$ cat config.mk
export PLATFORM = sky130hd
export DESIGN_NAME = pipe_ctrl
export DESIGN_NICKNAME = d
export VERILOG_FILES = /design/src/rtl/pipe_ctrl_pkg.sv /design/src/rtl/pipe_ctrl_hazard_detect.sv /design/src/rtl/pipe_ctrl.sv
export SDC_FILE = /design/constraint.sdc
export NUM_CORES = 1
export LEC_CHECK = 0
export BUFFER_PORTS_ARGS = -buffer_cell sky130_fd_sc_hd__buf_4
export CORE_ASPECT_RATIO = 0.75
export CORE_UTILIZATION = 50
export CTS_BUF_LIST = sky130_fd_sc_hd__clkbuf_4
export DETAILED_ROUTE_END_ITERATION = 8
export PLACE_DENSITY = 0.87
export SKIP_CTS_REPAIR_TIMING = 1
export SLEW_MARGIN = 20
export SYNTH_ARGS = -nofsm -noshare
export SYNTH_HDL_FRONTEND = slang
export SYNTH_HIERARCHICAL = 1
export SYNTH_SLANG_ARGS = --single-unit
export TNS_END_PERCENT = 5
$ cat constraint.sdc
create_clock -name clk -period 3 [get_ports clk]
set_input_delay 0.6 -clock clk [delete_from_list [all_inputs] [get_ports clk]]
set_output_delay 0.6 -clock clk [all_outputs]
set_load 0.1 [all_outputs]
$ cat src/rtl/pipe_ctrl_pkg.sv
// Shared types and constants for the 5-stage pipeline sequencer.
package pipe_ctrl_pkg;

  localparam int D_SIZE        = 32;
  localparam int ADDR_LINE_REG = 5;
  localparam int DRAIN_CYCLES  = 4;

  typedef enum logic [1:0] {
    IDLE  = 2'd0,
    RUN   = 2'd1,
    DRAIN = 2'd2,
    DONE  = 2'd3
  } pipe_state_t;

endpackage

$ cat src/rtl/pipe_ctrl_hazard_detect.sv
// Load-use hazard compare: the load in EX writes a register the ID instruction reads.
module hazard_detect
  import pipe_ctrl_pkg::*;
#(
  parameter int AW = pipe_ctrl_pkg::ADDR_LINE_REG
) (
  input  logic [AW-1:0] id_rs_addr,
  input  logic [AW-1:0] id_rt_addr,
  input  logic          id_uses_rt,
  input  logic          ex_mem_read,
  input  logic [AW-1:0] ex_rd_addr,
  output logic          lu
);

  logic rs_match;
  logic rt_match;

  // Register 0 is hardwired, so a load targeting it can never create a dependency.
  assign rs_match = (ex_rd_addr == id_rs_addr);
  assign rt_match = id_uses_rt && (ex_rd_addr == id_rt_addr);
  assign lu       = ex_mem_read && (ex_rd_addr != '0) && (rs_match || rt_match);

endmodule

$ cat src/rtl/pipe_ctrl.sv
// Pipeline sequencer: start/run/drain/done FSM, hazard and branch controls, perf counters.
module pipe_ctrl
  import pipe_ctrl_pkg::*;
#(
  parameter int ADDR_LINE_REG = pipe_ctrl_pkg::ADDR_LINE_REG,
  parameter int DRAIN_CYCLES  = pipe_ctrl_pkg::DRAIN_CYCLES,
  parameter int CNT_W         = 32
) (
  input  logic                     clk,
  input  logic                     reset,
  input  logic                     valid,
  input  logic                     opr_finished,
  input  logic [ADDR_LINE_REG-1:0] id_rs_addr,
  input  logic [ADDR_LINE_REG-1:0] id_rt_addr,
  input  logic                     id_uses_rt,
  input  logic                     ex_mem_read,
  input  logic [ADDR_LINE_REG-1:0] ex_rd_addr,
  input  logic                     ex_branch_taken,
  output logic                     pc_en,
  output logic                     if_id_en,
  output logic                     if_id_flush,
  output logic                     id_ex_flush,
  output logic                     hazard,
  output logic                     busy,
  output logic                     done,
  output logic [CNT_W-1:0]         cycle_cnt,
  output logic [CNT_W-1:0]         stall_cnt
);

  localparam int             DRN_W    = (DRAIN_CYCLES > 1) ? $clog2(DRAIN_CYCLES) : 1;
  localparam logic [DRN_W-1:0] DRN_LAST = DRN_W'(DRAIN_CYCLES - 1);

  pipe_state_t      state_reg;
  pipe_state_t      state_next;
  logic [DRN_W-1:0] drn_reg;
  logic             lu;
  logic             start;

  hazard_detect #(.AW(ADDR_LINE_REG)) u_hazard_detect (
    .id_rs_addr  (id_rs_addr),
    .id_rt_addr  (id_rt_addr),
    .id_uses_rt  (id_uses_rt),
    .ex_mem_read (ex_mem_read),
    .ex_rd_addr  (ex_rd_addr),
    .lu          (lu)
  );

  assign start = ((state_reg == IDLE) || (state_reg == DONE)) && valid;

  // State register.
  always_ff @(posedge clk) begin
    if (reset) state_reg <= IDLE;
    else       state_reg <= state_next;
  end

  // Next-state logic; a taken branch always wins over a load-use stall.
  always_comb begin
    state_next = state_reg;
    case (state_reg)
      IDLE, DONE: if (valid) state_next = RUN;
      RUN:        if (!ex_branch_taken && !lu && opr_finished) state_next = DRAIN;
      DRAIN: begin
        if (ex_branch_taken)                state_next = RUN;
        else if (!lu && drn_reg == DRN_LAST) state_next = DONE;
      end
      default:    state_next = IDLE;
    endcase
  end

  // Pipeline controls; reset forces the idle pattern combinationally as well.
  always_comb begin
    pc_en       = 1'b0;
    if_id_en    = 1'b0;
    if_id_flush = 1'b1;
    id_ex_flush = 1'b1;
    hazard      = 1'b0;
    busy        = 1'b0;
    done        = 1'b0;
    if (!reset) begin
      case (state_reg)
        RUN, DRAIN: begin
          busy = 1'b1;
          if (ex_branch_taken) begin
            pc_en    = 1'b1;
            if_id_en = 1'b1;
          end else if (lu) begin
            if_id_flush = 1'b0;
            hazard      = 1'b1;
          end else begin
            // In DRAIN the PC freezes and bubbles are loaded behind the last instruction.
            pc_en       = (state_reg == RUN);
            if_id_en    = 1'b1;
            if_id_flush = (state_reg == DRAIN);
            id_ex_flush = 1'b0;
          end
        end
        DONE:    done = 1'b1;
        default: ;
      endcase
    end
  end

  // Drain counter: advances only on clean drain cycles, held during a stall.
  always_ff @(posedge clk) begin
    if (reset) begin
      drn_reg <= '0;
    end else if (state_reg == DRAIN) begin
      if (!ex_branch_taken && !lu && drn_reg != DRN_LAST) drn_reg <= drn_reg + 1'b1;
    end else begin
      drn_reg <= '0;
    end
  end

  // Saturating performance counters, cleared at each start.
  always_ff @(posedge clk) begin
    if (reset || start) begin
      cycle_cnt <= '0;
      stall_cnt <= '0;
    end else begin
      if (busy && (cycle_cnt != '1))   cycle_cnt <= cycle_cnt + CNT_W'(1);
      if (hazard && (stall_cnt != '1)) stall_cnt <= stall_cnt + CNT_W'(1);
    end
  end

endmodule

==> flow_metrics.py, run 1 <==
metrics = {
    "cts": {
        "htreeDepth": 3,
        "cts-root-buf": "clkbuf_4",
        "cts_tree": "yes",
        "cts_sinks": 68,
        "clk_latency_ns": 0.41,
        "max-clock-path-buffers": 2,
        "cts_buffers": 9,
        "cts.clk_slew.worst_paths_ns": 0.12,
    },
    "logic_synthesis": {
        "async_flop_share_pct": 0,
        "synth_top_area_cell": "dfxtp_1",
        "synth_nets": 481,
        "yosysTopAreaCellShare_pct": 36.1,
        "synth_area_um2": 3770,
        "syn_area_per_cell_um2": 8.33,
        "synthTopCellsByArea": "dfxtp_1, a21oi_1, nand2_1",
        "synthFlopType": "dfxtp_1",
        "ys_ff_latch": 68,
        "ys_seq_area_share_pct": 36.1,
        "synth_cells": 452,
        "synth.most_common_cell": "dfxtp_1",
        "synth_edf_count": 0,
        "synth_commonest_cells": "dfxtp_1, nand2_1, a21oi_1",
        "yosys_warnings": 6,
        "yosysUniqueCellTypes": 54,
    },
    "hold_path": {
        "min_from": "reset",
        "min_to": "state_reg[1]$_SDFFE_PP0P_",
        "hold_path_class": "input pin to flop",
        "hold_depth": 2,
    },
    "route": {
        "wl_met1_mm": 4.60,
        "wirelength_mm": 10.4,
        "dr.pass1.iters": 5,
        "drc": 0,
        "routedWlPerCell_um": 15.5,
        "top_layer": "met4",
        "wl_met3_um": 749,
        "drt_iter0_markers": 265,
        "antenna_left": 0,
        "wl_met2_mm": 4.88,
        "vias_per_cell": 6.03,
        "vias": 4027,
    },
    "placement": {
        "hpwlAfterDp_mm": 7.59,
        "dp_cells": 652,
        "portBuffers": 92,
        "gp_congestion": 0.924,
    },
    "critical_path": {
        "cp_max_fo": 6,
        "crit_top_cell": "buf_4",
        "critical_path.max_stage_delay_ns": 0.44,
        "rr_worst_depth": 8,
        "r2r_slack_ns": 0.30,
        "cp_cell_sequence": "buf_4 > xor2_1 > nor4_2 > nand3_1 > a21oi_2 > or4b_1 > buf_4 > inv_4 > buf_12",
        "worst_setup_path_end_kind": "output pin",
        "r2r_end": "stall_cnt[25]$_SDFFE_PP0P_",
        "crit_buf_inv": 4,
        "crit_required_ns": 2.40,
        "r2r-start": "state_reg[0]$_SDFFE_PP0P_",
        "cp.arrival_ns": 2.36,
        "path_delay_family": "simple AND/OR/NAND/NOR gates",
        "cp_slowest_cell": "or4b_1",
        "startpoint_type": "input pin",
        "criticalPathCategory": "input pin to output pin",
    },
    "sta": {
        "rsz0062_at_grt": "true",
        "worst_pin_slew_ns": 0.761,
        "finClkSkew_ns": 0.0150,
        "fmax_mhz": 338,
        "finalHoldViolCount": 0,
        "period_needed_ns": 2.96,
        "period_share_pct": 98.6,
        "finalSetupViolations": 0,
        "report.final.slew_viol_count": 0,
        "slew_headroom_pct": 49.1,
    },
    "outcome": {
        "status": "complete, no violations",
    },
    "power": {
        "p_seq_share_pct": 43.6,
        "p_leak_uw": 0.00181,
        "internal_power_uw": 1410,
        "p_sw_share_pct": 34.5,
        "p_clk_share_pct": 32.7,
        "powerDensity_nw_per_um2": 438,
        "peakVddDrop_v": 0.000366,
        "switching_power_uw": 740,
        "p_comb_share_pct": 23.7,
    },
    "global_route": {
        "grt_start_max_net_pins": 31,
        "grt_usage_pct": 26.7,
        "grt_overflow_total": 0,
        "grt_pass1_wl_mm": 16.8,
        "antenna_found_initial": 0,
        "grt_pass1_vias": 3566,
    },
    "die": {
        "die_x_um": 102,
        "die_y_um": 77.2,
        "core_area_um2": 7330,
        "start_util_pct": 51.4,
        "pin_count": 93,
        "die-area_um2": 7890,
        "rows": 27,
    },
    "final_layout": {
        "layout.cells.non_filler": 668,
        "drive_gt1_share_pct": 27.7,
        "antenna_cells": 0,
        "final_util_pct": 66.9,
        "final_nets": 591,
        "largestRegisters": "cycle_cnt (32), stall_cnt (32)",
        "area_delta_synth_final_pct": 30.1,
    },
    "flow_run": {
        "maxCapViolations": 0,
    },
}
==> how the worst max path moves through the flow <==
| stage | startpoint | to | slack (ns) | cells after the start |
|---|---|---|---|---|
| global route | ex_rd_addr[3] | hazard | -0.004 | 9 |
| CTS | ex_rd_addr[0] | hazard | -0.1 | 9 |
| finish | ex_rd_addr[0] | hazard | 0.04 | 9 |
| global placement | ex_rd_addr[3] | stall_cnt[29]$_SDFFE_PP0P_ | -0.18 | 11 |
| detailed placement | ex_rd_addr[0] | stall_cnt[25]$_SDFFE_PP0P_ | -0.28 | 11 |
| floorplan | ex_rd_addr[0] | pc_en | -0.57 | 5 |
==> cell families after synthesis <==
| family | count (synthesis) | synth area share, % |
|---|---|---|
| AO/OA/AOI/OAI | 111 | 19.3 |
| adder cells (fa/ha/maj) | 7 | 2.32 |
| buffers and inverters | 28 | 3.62 |
| AND/OR/NAND/NOR | 208 | 31.3 |
| multiplexers | 10 | 2.66 |
| XOR/XNOR | 20 | 4.65 |
| flip-flops | 68 | 36.1 |
==> worst reg2reg max path: stages (launching register included) <==
cell and delay (ns):
dfxtp_1 0.39, inv_1 0.09, ha_1 0.37, or4b_1 0.52
buf_4 0.19, nor4_4 0.36, o2111ai_4 0.22, or3_1 0.36
a21oi_1 0.14
==> layout by cell type, fill, tap and decap left out, drive strengths merged, types with 17 or more instances in the layout <==
cell   count
a21oi     38
buf      114
dfxtp     68
nand2     46
nand3     24
nand4     22
nor2      33
o21ai     25
o31ai     17
or4       22
==> power by group through the flow <==
stage	combinational (uW)	sequential [uW]	clock [uW]
final	509	935	701
after global routing	539	937	748
after CTS	499	935	711
after detailed placement	498	955	0
after global placement	481	954	0
after floorplan	316	997	0
==> area by class of cell <==
class / count / area [um2]
multi-input combinational: 356 / 2320
tap: 101 / 126
sequential: 68 / 1360
fill: 620 / 2430
inverter: 13 / 55.1
timing repair buffer: 114 / 876
clock buffer: 10 / 75.1
clock inverter: 6 / 88.8
==> routing by layer <==
layer | GRT usage (%) | up-vias
met1 | 36.8 | 1899
met4 | 7.14 | 0
met2 | 41.8 | 189
li1 | - | 1923
met5 | 0 | -
met3 | 5.83 | 16
==> through the flow <==
step | instance area, um2 | power [uW] | hold WS, ns | worst slack, ns | TNS [ns]
after floorplan | 3790 | 1310 | 0.465 | -0.568 | -3.47
after global placement | 4700 | 1430 | 0.477 | -0.183 | -1.93
after detailed placement | 4700 | 1450 | 0.482 | -0.277 | -3.00
after CTS | 4860 | 2150 | 0.364 | -0.0964 | -0.112
after global routing | 4900 | 2220 | 0.355 | -0.00444 | -0.00444
final | 4900 | 2150 | 0.396 | 0.0427 | 0
(Power assumes the default switching activity.)
==> run 2, diff against run 1 <==
--- a/config.mk
+++ b/config.mk
@@ -5,12 +5,13 @@
 export SDC_FILE = /design/constraint.sdc
 export NUM_CORES = 1
 export LEC_CHECK = 0
+export ABC_AREA = 1
 export BUFFER_PORTS_ARGS = -buffer_cell sky130_fd_sc_hd__buf_4
 export CORE_ASPECT_RATIO = 0.75
-export CORE_UTILIZATION = 50
+export CORE_UTILIZATION = 51
 export CTS_BUF_LIST = sky130_fd_sc_hd__clkbuf_4
 export DETAILED_ROUTE_END_ITERATION = 8
-export PLACE_DENSITY = 0.87
+export PLACE_DENSITY = 0.86
 export SKIP_CTS_REPAIR_TIMING = 1
 export SLEW_MARGIN = 20
 export SYNTH_ARGS = -nofsm -noshare
==> flow_metrics.py, run 2 <==
metrics = {
    "die": {
        "rows": 28,
        "pin_count": 93,
        "core_area_um2": 8090,
        "die_x_um": 109,
        "die_y_um": 82.3,
        "die-area_um2": 8970,
        "start_util_pct": 54.1,
    },
    "sta": {
        "finalSetupViolations": 0,
        "finalHoldViolCount": 0,
        "fmax_mhz": 348,
        "period_needed_ns": 2.88,
        "rsz0062_at_grt": "false",
        "setup_ws_ns": 0.124,
        "period_share_pct": 95.9,
        "finClkSkew_ns": 0.0125,
        "slew_headroom_pct": 48.6,
        "report.final.slew_viol_count": 0,
        "final.setup.tns_ns": 0,
        "worst_pin_slew_ns": 0.770,
    },
    "critical_path": {
        "crit_top_cell": "inv_1",
        "worst_setup_path_end_kind": "output pin",
        "startpoint_type": "flop",
        "crit_required_ns": 2.40,
        "criticalPathCategory": "flop to output pin",
        "cp.arrival_ns": 2.28,
        "r2r_slack_ns": 0.63,
        "r2r_end": "stall_cnt[2]$_SDFFE_PP0P_",
        "critical_path.max_stage_delay_ns": 0.37,
        "r2r-start": "stall_cnt[0]$_SDFFE_PP0P_",
        "rr_worst_depth": 10,
        "cp_cell_sequence": "inv_1 > ha_1 > inv_1 > nand2_2 > nor2_4 > buf_4",
        "cp_slowest_cell": "dfxtp_1",
        "cp_max_fo": 8,
    },
    "route": {
        "antenna_left": 0,
        "vias_per_cell": 5.42,
        "drt_iter0_markers": 392,
        "vias": 5077,
        "wirelength_mm": 12.8,
        "routedWlPerCell_um": 13.7,
        "dr.pass1.iters": 5,
        "drc": 0,
    },
    "outcome": {
        "status": "complete, no violations",
    },
    "placement": {
        "place_ws_ns": 0.314,
        "hpwlAfterDp_mm": 9.85,
        "portBuffers": 92,
        "gp_congestion": 0.949,
    },
    "cts": {
        "cts_tree": "yes",
        "cts_buffers": 9,
        "clk_latency_ns": 0.42,
        "cts-root-buf": "clkbuf_4",
        "htreeDepth": 3,
        "cts.clk_slew.worst_paths_ns": 0.10,
        "max-clock-path-buffers": 2,
        "cts_sinks": 68,
    },
    "logic_synthesis": {
        "ys_ff_latch": 68,
        "yosysUniqueCellTypes": 33,
        "syn_area_per_cell_um2": 5.95,
        "synth_top_area_cell": "dfxtp_1",
        "synthTopCellsByArea": "dfxtp_1, nand2_1, nor2_1",
        "yosysTopAreaCellShare_pct": 31.1,
        "synth_cells": 736,
        "synth_edf_count": 0,
        "async_flop_share_pct": 0,
        "synth_nets": 765,
        "ys_seq_area_share_pct": 31.1,
        "synth_commonest_cells": "nand2_1, nor2_1, inv_1",
        "yosys_warnings": 6,
        "synth.most_common_cell": "nand2_1",
        "synth_area_um2": 4380,
        "synthFlopType": "dfxtp_1",
    },
    "final_layout": {
        "drive_gt1_share_pct": 17.8,
        "final_cell_mix": "nand2_1, nor2_1, buf_4",
        "final_util_pct": 65.3,
        "final_common_cell": "nand2_1",
        "largestRegisters": "cycle_cnt (32), stall_cnt (32)",
        "area_delta_synth_final_pct": 20.6,
        "fillCellCount": 748,
        "antenna_cells": 0,
        "final_nets": 855,
    },
    "hold_path": {
        "min_from": "reset",
        "hold_path_class": "input pin to flop",
        "hold_depth": 4,
        "min_to": "state_reg[0]$_SDFFE_PP0P_",
    },
    "global_route": {
        "grt_overflow_total": 0,
        "grt_usage_pct": 29.4,
        "antenna_found_initial": 0,
        "grt_start_max_net_pins": 38,
        "grt_pass1_wl_mm": 20.5,
        "grt_pass1_vias": 4319,
    },
    "power": {
        "powerDensity_nw_per_um2": 386,
        "p_leak_uw": 0.00214,
        "peakVddDrop_v": 0.000278,
    },
    "flow_run": {
        "maxCapViolations": 0,
    },
}
run 2: cell count changes after synthesis, moves of 21 or more:
| cell | change |
|---|---|
| inv_1 | +63 |
| nand3_1 | +46 |
| nand2_1 | +152 |
| or4_1 | -21 |
| nor2_1 | +128 |
run 2: critical path, delay by kind of cell, from the launching register on:
kind	cells	cell delay (ns)
flip-flops	1	0.37
AND/OR/NAND/NOR	2	0.54
buffers and inverters	3	0.62
adder cells (fa/ha/maj)	1	0.32
run 2: how the worst max path moves through the flow:
stage	start	endpoint	slack (ns)	cells after the start
after floorplan	state_reg[0]$_SDFFE_PP0P_	if_id_flush	0.08	5
after global placement	ex_rd_addr[3]	stall_cnt[30]$_SDFFE_PP0P_	0.41	16
after detailed placement	ex_rd_addr[0]	stall_cnt[30]$_SDFFE_PP0P_	0.31	16
after CTS	state_reg[0]$_SDFFE_PP0P_	hazard	0.16	6
after global routing	state_reg[0]$_SDFFE_PP0P_	hazard	0.008	6
final	state_reg[0]$_SDFFE_PP0P_	hazard	0.12	6
run 2: cell families (layout without fill, tap and decap cells):
| logic type | Yosys count | after routing | synth area share [%] |
|---|---|---|---|
| XOR/XNOR | 6 | 6 | 1.20 |
| AO/OA/AOI/OAI | 65 | 65 | 7.74 |
| AND/OR/NAND/NOR | 494 | 494 | 48.9 |
| buffers and inverters | 96 | 191 | 9.11 |
| adder cells (fa/ha/maj) | 7 | 7 | 2.00 |
| flip-flops | 68 | 68 | 31.1 |
run 2: final cells by class:
| cell class | count | area [um2] | share of cell area, % |
|---|---|---|---|
| Timing Repair Buffer | 95 | 726 | 13.7 |
| Tap cell | 105 | 131 | 2.49 |
| Inverter | 80 | 300 | 5.69 |
| Clock inverter | 3 | 37.5 | 0.711 |
| Sequential cell | 68 | 1360 | 25.8 |
| Clock buffer | 13 | 97.6 | 1.85 |
| Multi-Input combinational cell | 572 | 2630 | 49.8 |
run 2: through the flow:
stage                     cell area [um2]  total power [uW]  hold WS, ns  instances
after global routing                 5280              2130        0.492        936
final                                5280              2040        0.503        936
after global placement               5150              1430        0.461        920
after floorplan                      4390              1310        0.450        736
after detailed placement             5150              1440        0.492        920
after CTS                            5280              2050        0.490        936
run 2: power by group:
part / switching [uW] / total (uW) / internal (uW)
Combinational: 362 / 494 / 132
Clock: 324 / 612 / 287
Sequential: 16.0 / 933 / 917
Total: 702 / 2040 / 1340
run 2: per-layer routing:
metal,up-vias,track usage [%],part of all wire [%]
met5,-,0,0
met4,0,8.51,1.3
met3,21,6.83,9.9
met2,237,45.5,44
met1,2305,40.6,45
li1,2514,-,-
==> run 3, diff against run 2 <==
--- a/config.mk
+++ b/config.mk
@@ -8,10 +8,10 @@
 export ABC_AREA = 1
 export BUFFER_PORTS_ARGS = -buffer_cell sky130_fd_sc_hd__buf_4
 export CORE_ASPECT_RATIO = 0.75
-export CORE_UTILIZATION = 51
+export CORE_UTILIZATION = 45
 export CTS_BUF_LIST = sky130_fd_sc_hd__clkbuf_4
 export DETAILED_ROUTE_END_ITERATION = 8
-export PLACE_DENSITY = 0.86
+export PLACE_DENSITY = 0.78
 export SKIP_CTS_REPAIR_TIMING = 1
 export SLEW_MARGIN = 20
 export SYNTH_ARGS = -nofsm -noshare
==> constraint.sdc (replaced) <==
create_clock -name clk -period 3 [get_ports clk]
set_input_delay 0.6 -clock clk [delete_from_list [all_inputs] [get_ports clk]]
set_output_delay 0.6 -clock clk [all_outputs]
set_load 0.005 [all_outputs]
==> flow_metrics.py, run 3 (synthesis results as in run 2) <==
metrics = {
    "power": {
        "p_seq_share_pct": 50.3,
        "p_comb_share_pct": 17.7,
        "internal_power_uw": 1300,
        "peakVddDrop_v": 0.000233,
        "p_leak_uw": 0.00213,
        "p_clk_share_pct": 32.0,
        "powerDensity_nw_per_um2": 351,
        "p_sw_share_pct": 29.8,
        "switching_power_uw": 553,
    },
    "sta": {
        "finClkSkew_ns": 0.0143,
        "worst_pin_slew_ns": 0.731,
        "finalHoldViolCount": 0,
        "finalSetupViolations": 0,
        "fmax_mhz": 373,
        "period_share_pct": 89.3,
        "period_needed_ns": 2.68,
        "final.setup.tns_ns": 0,
        "report.final.slew_viol_count": 0,
        "rsz0062_at_grt": "false",
        "slew_headroom_pct": 51.2,
    },
    "critical_path": {
        "cp_slowest_cell": "dfxtp_1",
        "crit_top_cell": "inv_1",
        "cp_max_fo": 8,
        "crit_required_ns": 2.40,
        "worst_setup_path_end_kind": "output pin",
        "critical_path.max_stage_delay_ns": 0.38,
        "startpoint_type": "flop",
        "criticalPathCategory": "flop to output pin",
        "cp_cell_sequence": "inv_1 > ha_1 > inv_1 > nand2_2 > nor2_1 > o21a_1 > buf_4",
        "cp.arrival_ns": 2.08,
    },
    "route": {
        "drc": 0,
        "routedWlPerCell_um": 13.3,
        "vias": 4971,
        "vias_per_cell": 5.18,
        "wirelength_mm": 12.7,
        "drt_iter0_markers": 355,
        "antenna_left": 0,
        "dr.pass1.iters": 6,
    },
    "global_route": {
        "grt_start_max_net_pins": 31,
        "grt_overflow_total": 0,
        "grt_pass1_vias": 4325,
        "antenna_found_initial": 0,
        "grt_pass1_wl_mm": 20.6,
        "grt_usage_pct": 26.1,
    },
    "die": {
        "die_y_um": 87.4,
        "core_area_um2": 9230,
        "pin_count": 93,
        "die_x_um": 116,
        "die-area_um2": 10100,
        "start_util_pct": 47.4,
        "rows": 30,
    },
    "cts": {
        "cts-root-buf": "clkbuf_4",
        "htreeDepth": 3,
        "cts_buffers": 9,
        "cts_tree": "yes",
        "cts_sinks": 68,
        "max-clock-path-buffers": 2,
        "cts.clk_slew.worst_paths_ns": 0.10,
        "clk_latency_ns": 0.45,
    },
    "hold_path": {
        "hold_path_class": "input pin to flop",
    },
    "outcome": {
        "status": "complete, no violations",
    },
    "final_layout": {
        "final_cell_mix": "nand2_1, nor2_1, buf_4",
        "final_common_cell": "nand2_1",
        "area_delta_synth_final_pct": 20.7,
        "final_nets": 856,
        "drive_gt1_share_pct": 17.7,
        "final_util_pct": 57.2,
        "largestRegisters": "cycle_cnt (32), stall_cnt (32)",
    },
    "placement": {
        "hpwlAfterDp_mm": 9.89,
        "portBuffers": 92,
        "gp_congestion": 0.897,
    },
    "flow_run": {
        "maxCapViolations": 0,
    },
}
==> run 3: cell count changes in the layout (fill, tap and decap cells not counted), sizes merged <==
cell / change
diode: +1
clkbuf: -2
buf: +1
==> run 3: metrics by stage <==
step / hold slack, ns / setup WS (ns) / total power [uW] / std cells / instance area [um2]
6_report: 0.494 / 0.320 / 1850 / 959 / 5290
5_1_grt: 0.486 / 0.204 / 1950 / 958 / 5280
4_1_cts: 0.475 / 0.322 / 1870 / 958 / 5280
3_5_place_dp: 0.495 / 0.406 / 1280 / 944 / 5160
3_3_place_gp: 0.464 / 0.498 / 1270 / 944 / 5160
2_1_floorplan: 0.450 / 0.948 / 1150 / 736 / 4380
==> run 3: path summary, 6_finish.rpt <==
kind                             start                    endpoint  slack (ns)  cells after the start
max          state_reg[0]$_SDFFE_PP0P_                       pc_en        0.32                      7
min reg2reg    drn_reg[1]$_SDFFE_PP0P_     drn_reg[1]$_SDFFE_PP0P_        0.51                      2
min                              reset     drn_reg[1]$_SDFFE_PP0P_        0.49                      4
max reg2reg  state_reg[0]$_SDFFE_PP0P_  stall_cnt[30]$_SDFFE_PP0P_        0.67                     12
==> run 3: cell type report <==
type | instances | area, um2
fill | 923 | 3950
clock buffer | 11 | 82.6
clock inverter | 3 | 40.0
tap | 128 | 160
timing repair buffer | 96 | 721
inverter | 80 | 300
antenna | 1 | 2.50
multi-input combinational | 572 | 2620
sequential | 68 | 1360
==> run 3: power by group through the flow <==
stage | logic, uW | clock network [uW] | registers [uW]
after floorplan | 204 | 0 | 950
after global placement | 313 | 0 | 952
after detailed placement | 325 | 0 | 954
after CTS | 326 | 607 | 933
after global routing | 367 | 643 | 936
final | 328 | 594 | 933
==> run 3: worst max-delay path: cells and delay by family, from the launching register on <==
kind                     cells  cell delay [ns]
flip-flops                   1             0.38
adder cells (fa/ha/maj)      1             0.32
AO/OA/AOI/OAI                1             0.15
AND/OR/NAND/NOR              2             0.42
buffers and inverters        3             0.36
==> run 3: routing by layer <==
| metal | vias up | GRT usage [%] | wire length (um) |
|---|---|---|---|
| li1 | 2518 | - | - |
| met1 | 2274 | 36.2 | 6130 |
| met2 | 165 | 39.9 | 5500 |
| met3 | 14 | 7.38 | 990 |
| met4 | 0 | 5.71 | 104 |
| met5 | - | 0 | 0 |
